<file path="config.mk">
export PLATFORM = sky130hd
export DESIGN_NAME = lfsr_galois_gen
export DESIGN_NICKNAME = d
export VERILOG_FILES = /design/src/rtl/lfsr_galois_gen.sv
export SDC_FILE = /design/constraint.sdc
export NUM_CORES = 1
export LEC_CHECK = 0
export CORE_MARGIN = 2
export CORE_UTILIZATION = 35
export DETAILED_ROUTE_END_ITERATION = 10
export PLACE_DENSITY_LB_ADDON = 0.3
export SKIP_LAST_GASP = 1
export SLEW_MARGIN = 15
export SYNTH_ARGS = -nofsm -noshare
export SYNTH_HDL_FRONTEND = slang
export SYNTH_SLANG_ARGS = --single-unit
export TNS_END_PERCENT = 100
</file>
<file path="constraint.sdc">
create_clock -name clk -period 1.9 [get_ports clk]
set_input_delay 0.19 -clock clk [delete_from_list [all_inputs] [get_ports clk]]
set_output_delay 0.19 -clock clk [all_outputs]
set_load 0.05 [all_outputs]
</file>
<file path="src/rtl/lfsr_galois_gen.sv">
// Parametrised Galois right-shift LFSR with seed load, lockup guard, step counter and period-wrap flag.
// Optional macro LFSR_REVERSE_EN adds a dir input for backward stepping.
module lfsr_galois_gen #(
    parameter int                WIDTH = 16,
    parameter logic [WIDTH-1:0]  TAPS  = 16'hB400,
    parameter logic [WIDTH-1:0]  SEED  = 16'h0001,
    parameter int                STEPS = 1
) (
    input  logic             clk,
    input  logic             rst_n,
    input  logic             en,
    input  logic             load,
`ifdef LFSR_REVERSE_EN
    input  logic             dir,
`endif
    input  logic [WIDTH-1:0] seed_in,
    output logic [WIDTH-1:0] state,
    output logic             bit_out,
    output logic             lockup,
    output logic             wrap,
    output logic [WIDTH-1:0] step_cnt
);

    // An all-zero seed would trap the register forever, so it is replaced by 1.
    localparam logic [WIDTH-1:0] SEED_SAFE = (SEED == '0) ? WIDTH'(1) : SEED;

    logic [WIDTH-1:0] ref_state;
    logic [WIDTH-1:0] adv_state;
    logic [WIDTH-1:0] cnt_next;

    function automatic logic [WIDTH-1:0] step_fwd(input logic [WIDTH-1:0] s);
        return {1'b0, s[WIDTH-1:1]} ^ (s[0] ? TAPS : '0);
    endfunction

`ifdef LFSR_REVERSE_EN
    // Undo one forward step: a set MSB means the dropped LSB was 1 and TAPS was applied.
    function automatic logic [WIDTH-1:0] step_bwd(input logic [WIDTH-1:0] s);
        logic [WIDTH-1:0] t;
        t = s ^ TAPS;
        return s[WIDTH-1] ? {t[WIDTH-2:0], 1'b1} : {s[WIDTH-2:0], 1'b0};
    endfunction
`endif

    // NOTE: every signal assigned in always_comb gets a default first so no latch is inferred.
    always_comb begin
        adv_state = state;
        cnt_next  = step_cnt + WIDTH'(1);
`ifdef LFSR_REVERSE_EN
        if (dir) begin
            cnt_next = step_cnt - WIDTH'(1);
            for (int i = 0; i < STEPS; i++) adv_state = step_bwd(adv_state);
        end else begin
            for (int i = 0; i < STEPS; i++) adv_state = step_fwd(adv_state);
        end
`else
        for (int i = 0; i < STEPS; i++) adv_state = step_fwd(adv_state);
`endif
    end

    // NOTE: sequential state uses non-blocking assignments so all registers update from pre-edge values.
    always_ff @(posedge clk) begin
        if (!rst_n) begin
            state     <= SEED_SAFE;
            ref_state <= SEED_SAFE;
            step_cnt  <= '0;
            lockup    <= 1'b0;
            wrap      <= 1'b0;
        end else begin
            lockup <= 1'b0;
            wrap   <= 1'b0;
            if (load) begin
                step_cnt <= '0;
                if (seed_in != '0) begin
                    state     <= seed_in;
                    ref_state <= seed_in;
                end else begin
                    state     <= SEED_SAFE;
                    ref_state <= SEED_SAFE;
                    lockup    <= 1'b1;
                end
            end else if (en) begin
                if (state == '0) begin
                    // Only reachable with a non-primitive TAPS that leaks into zero.
                    state  <= SEED_SAFE;
                    lockup <= 1'b1;
                end else begin
                    state    <= adv_state;
                    step_cnt <= cnt_next;
                    wrap     <= (adv_state == ref_state);
                end
            end
        end
    end

    assign bit_out = state[0];

endmodule

</file>
==> reports/results.tsv <==
metric	value	unit
post-synthesis mux area share	0.840	%
HP Start	seed_in[12]	
Worst-path clk slew	0.10	ns
clock sink total	50	
Final Cell Area	3150	um2
largest family of logic cells by synthesized area	compound AO/OA/AOI/OAI gates	
asr flop ratio synth	0	%
FP Rows	30	
Final Non-Filler Cells	420	
FMAX	547	MHz
Worst-Margin Slew	0.543	ns
EDFF count, synth	0	
worst hold path class	primary input to register	
hold endpoint	state[12]	
Num CTS Buffers	5	
WL final	6.57	mm
first-pass GRT wire length	10.9	mm
Pwr Total	2.28	mW
#FFs+latches synth	50	
Global Route Usage Sum	18.2	%
full die area	7480	um2
Root Buffer	clkbuf_8	
post-layout util	47.1	%
vias in the first global route	2175	
total nets after synthesis	300	
nets	360	
post-synthesis compound-gate area fraction	22.6	%
Leakage	1.16	nW
# port buffers	54	
R2R cell count	5	
WHS	0.476	ns
outcome	finished, final reports clean	
Synth-to-Final Area Change	32.2	%
MaxCap Viol Count	0	
WL per Instance	15.6	um
routed vias	2305	
Worst VDD drop	0.356	mV
R2R Path Start	state[8]	
Worst Path Max Fanout	4	
I/O Pins	55	
RSZ-0062 raised after global routing	false	
initial antenna violation count	0	
Final WS setup	0.0708	ns
post-synthesis cell type with the largest combined area	dfxtp_1	
hpwl dp	4.76	mm
top_reg_cell synth	dfxtp_1	
Final period util	96.3	%
CORE AREA	6680	um2
nature of the critical path endpoint	primary output	
yosys warns	0	
Crit Path Class	register to primary output	
CTS H-tree depth	2	
setup TNS	0	ns
synth unique cells	36	
Clock Skew	0.00889	ns
TritonCTS clock tree	yes	
placed cell count	412	
Syn Std Cell Area	2380	um2
Synth Area in XOR/XNOR	6.99	%
largest net degree at the start of global routing	36	
initial core utilization	35.7	%
final RePlAce weighted congestion	0.873	
Ant. Diodes	0	
share of layout cells above drive strength 1	9.12	%
DR DRC count	0	
top post-synthesis cells by area	dfxtp_1, o21ai_0, xor2_1	
area share of fa/ha/maj cells after synthesis	0.525	%
final setup fails	0	
Die Y-Extent	86.5	um
Gate Count Post-Synth	279	
synthesized area per cell	8.54	um2
WHS Path Cells	3	
die width	86.5	um
DR iter-0 viols	148	
Slew Viols, Final	0	
Critical Path RT	1.71	ns
multi-input logic area	1240	um2
Rel. slew slack	63.7	%
post-synthesis sequential area ratio	42.0	%
PD cells	722	nW/um2
simple-gate portion of the synthesized area	21.3	%
Setup crit start kind	register	
R2R Setup Slk	0.15	ns
number of vias per cell	5.49	
Filler Cell Count	652	
RR Endpoint	step_cnt[8]	
setup slack at placement	0.0120	ns
Area after DPL	3050	um2
Period minus WS final	1.83	ns
Worst-Skew Late Latency	0.32	ns
Critical Path AT	1.64	ns
Yosys top cell area share	42.0	%
gr ovfl total	0	
Longest Clk Path Bufs	2	
Sequential cell area	1000	um2
final-report hold violation count	0	
DRT Pass-1 Iters	4	
hold buffers post-CTS	0	
DRT antenna net count	0	
[critical path, cell delays in order (launching register included)]
cell             delay [ns]
dfxtp_1                0.37
buf_4                  0.15
clkdlybuf4s50_1        0.80
[worst max path at each step]
stage / cells past startpoint / start / to
floorplan: 7 / state[0] / step_cnt[10]
finish: 2 / state[12] / state[12]
global route: 1 / step_cnt[0] / step_cnt[0]
CTS: 1 / state[4] / state[4]
detailed placement: 7 / seed_in[11] / ref_state[8]
global placement: 7 / seed_in[11] / ref_state[6]
[cells in the mapped netlist, types with 5 or more instances]
cell type / number
o31ai_1: 8
o21ai_0: 32
or4_1: 9
nor4_1: 13
a21oi_1: 27
xor2_1: 16
nand4_1: 7
or3_1: 5
a21boi_0: 13
dfxtp_1: 50
clkbuf_1: 10
and4_1: 5
nand3_1: 5
nand2_1: 36
buf_6: 5
[area by class of cell]
cell class / count / share of cell area [%]
inverters: 3 / 0.358
multi-input cells: 206 / 39.5
clock buffers: 6 / 2.62
repair buffers: 73 / 22.0
clock inverters: 2 / 0.516
flip-flops and latches: 50 / 31.8
well taps: 80 / 3.18
[cells in the final DEF (no fill, tap or decap), drive strengths merged, types with 2 or more instances in the layout]
cell	Yosys	layout
or4	9	9
inv	3	4
clkdlybuf4s50	0	51
a21oi	27	27
xor2	16	16
a21boi	13	13
or3	5	5
o21ai	36	36
o31ai	8	8
mux2i	2	2
clkbuf	10	6
and4	5	5
o211ai	3	3
buf	10	21
nor2b	4	4
nand2	36	36
dfxtp	50	50
nand4	7	7
xnor2	3	3
nand3	6	6
nor2	3	3
nor4	14	14
[per-layer routing]
metal	part of all wire, %	wire length, um	GRT usage (%)
met5	0	0	0
met4	1.6	108	6.82
met3	4.2	275	3.33
met2	46	3010	28.5
met1	48	3170	25.0
[logic make-up after synthesis]
| family | count (synthesis) |
|---|---|
| compound gates | 92 |
| xor+xnor | 19 |
| fa+ha+maj | 1 |
| buf+inv | 23 |
| flops | 50 |
| mux | 2 |
| simple gates | 92 |
[registers in the layout (all words and copies together) (netlist names)]
signal and cells:
lockup 1, ref_state 16, step_cnt 16, state 16
wrap 1
[power breakdown]
group	internal (mW)	leakage, nW	switching, mW
clock	0.301	0.0478	0.394
combinational	0.178	0.697	0.258
sequential	1.09	0.410	0.0507
total	1.57	1.16	0.703
[repair_timing]
item                                    CTS  global route
resized for setup                         0             1
hold endpoints to repair                  0             0
setup buffers                             0             0
endpoints found under the setup margin    0             1
Note: power is estimated with default switching activity, not from simulation.
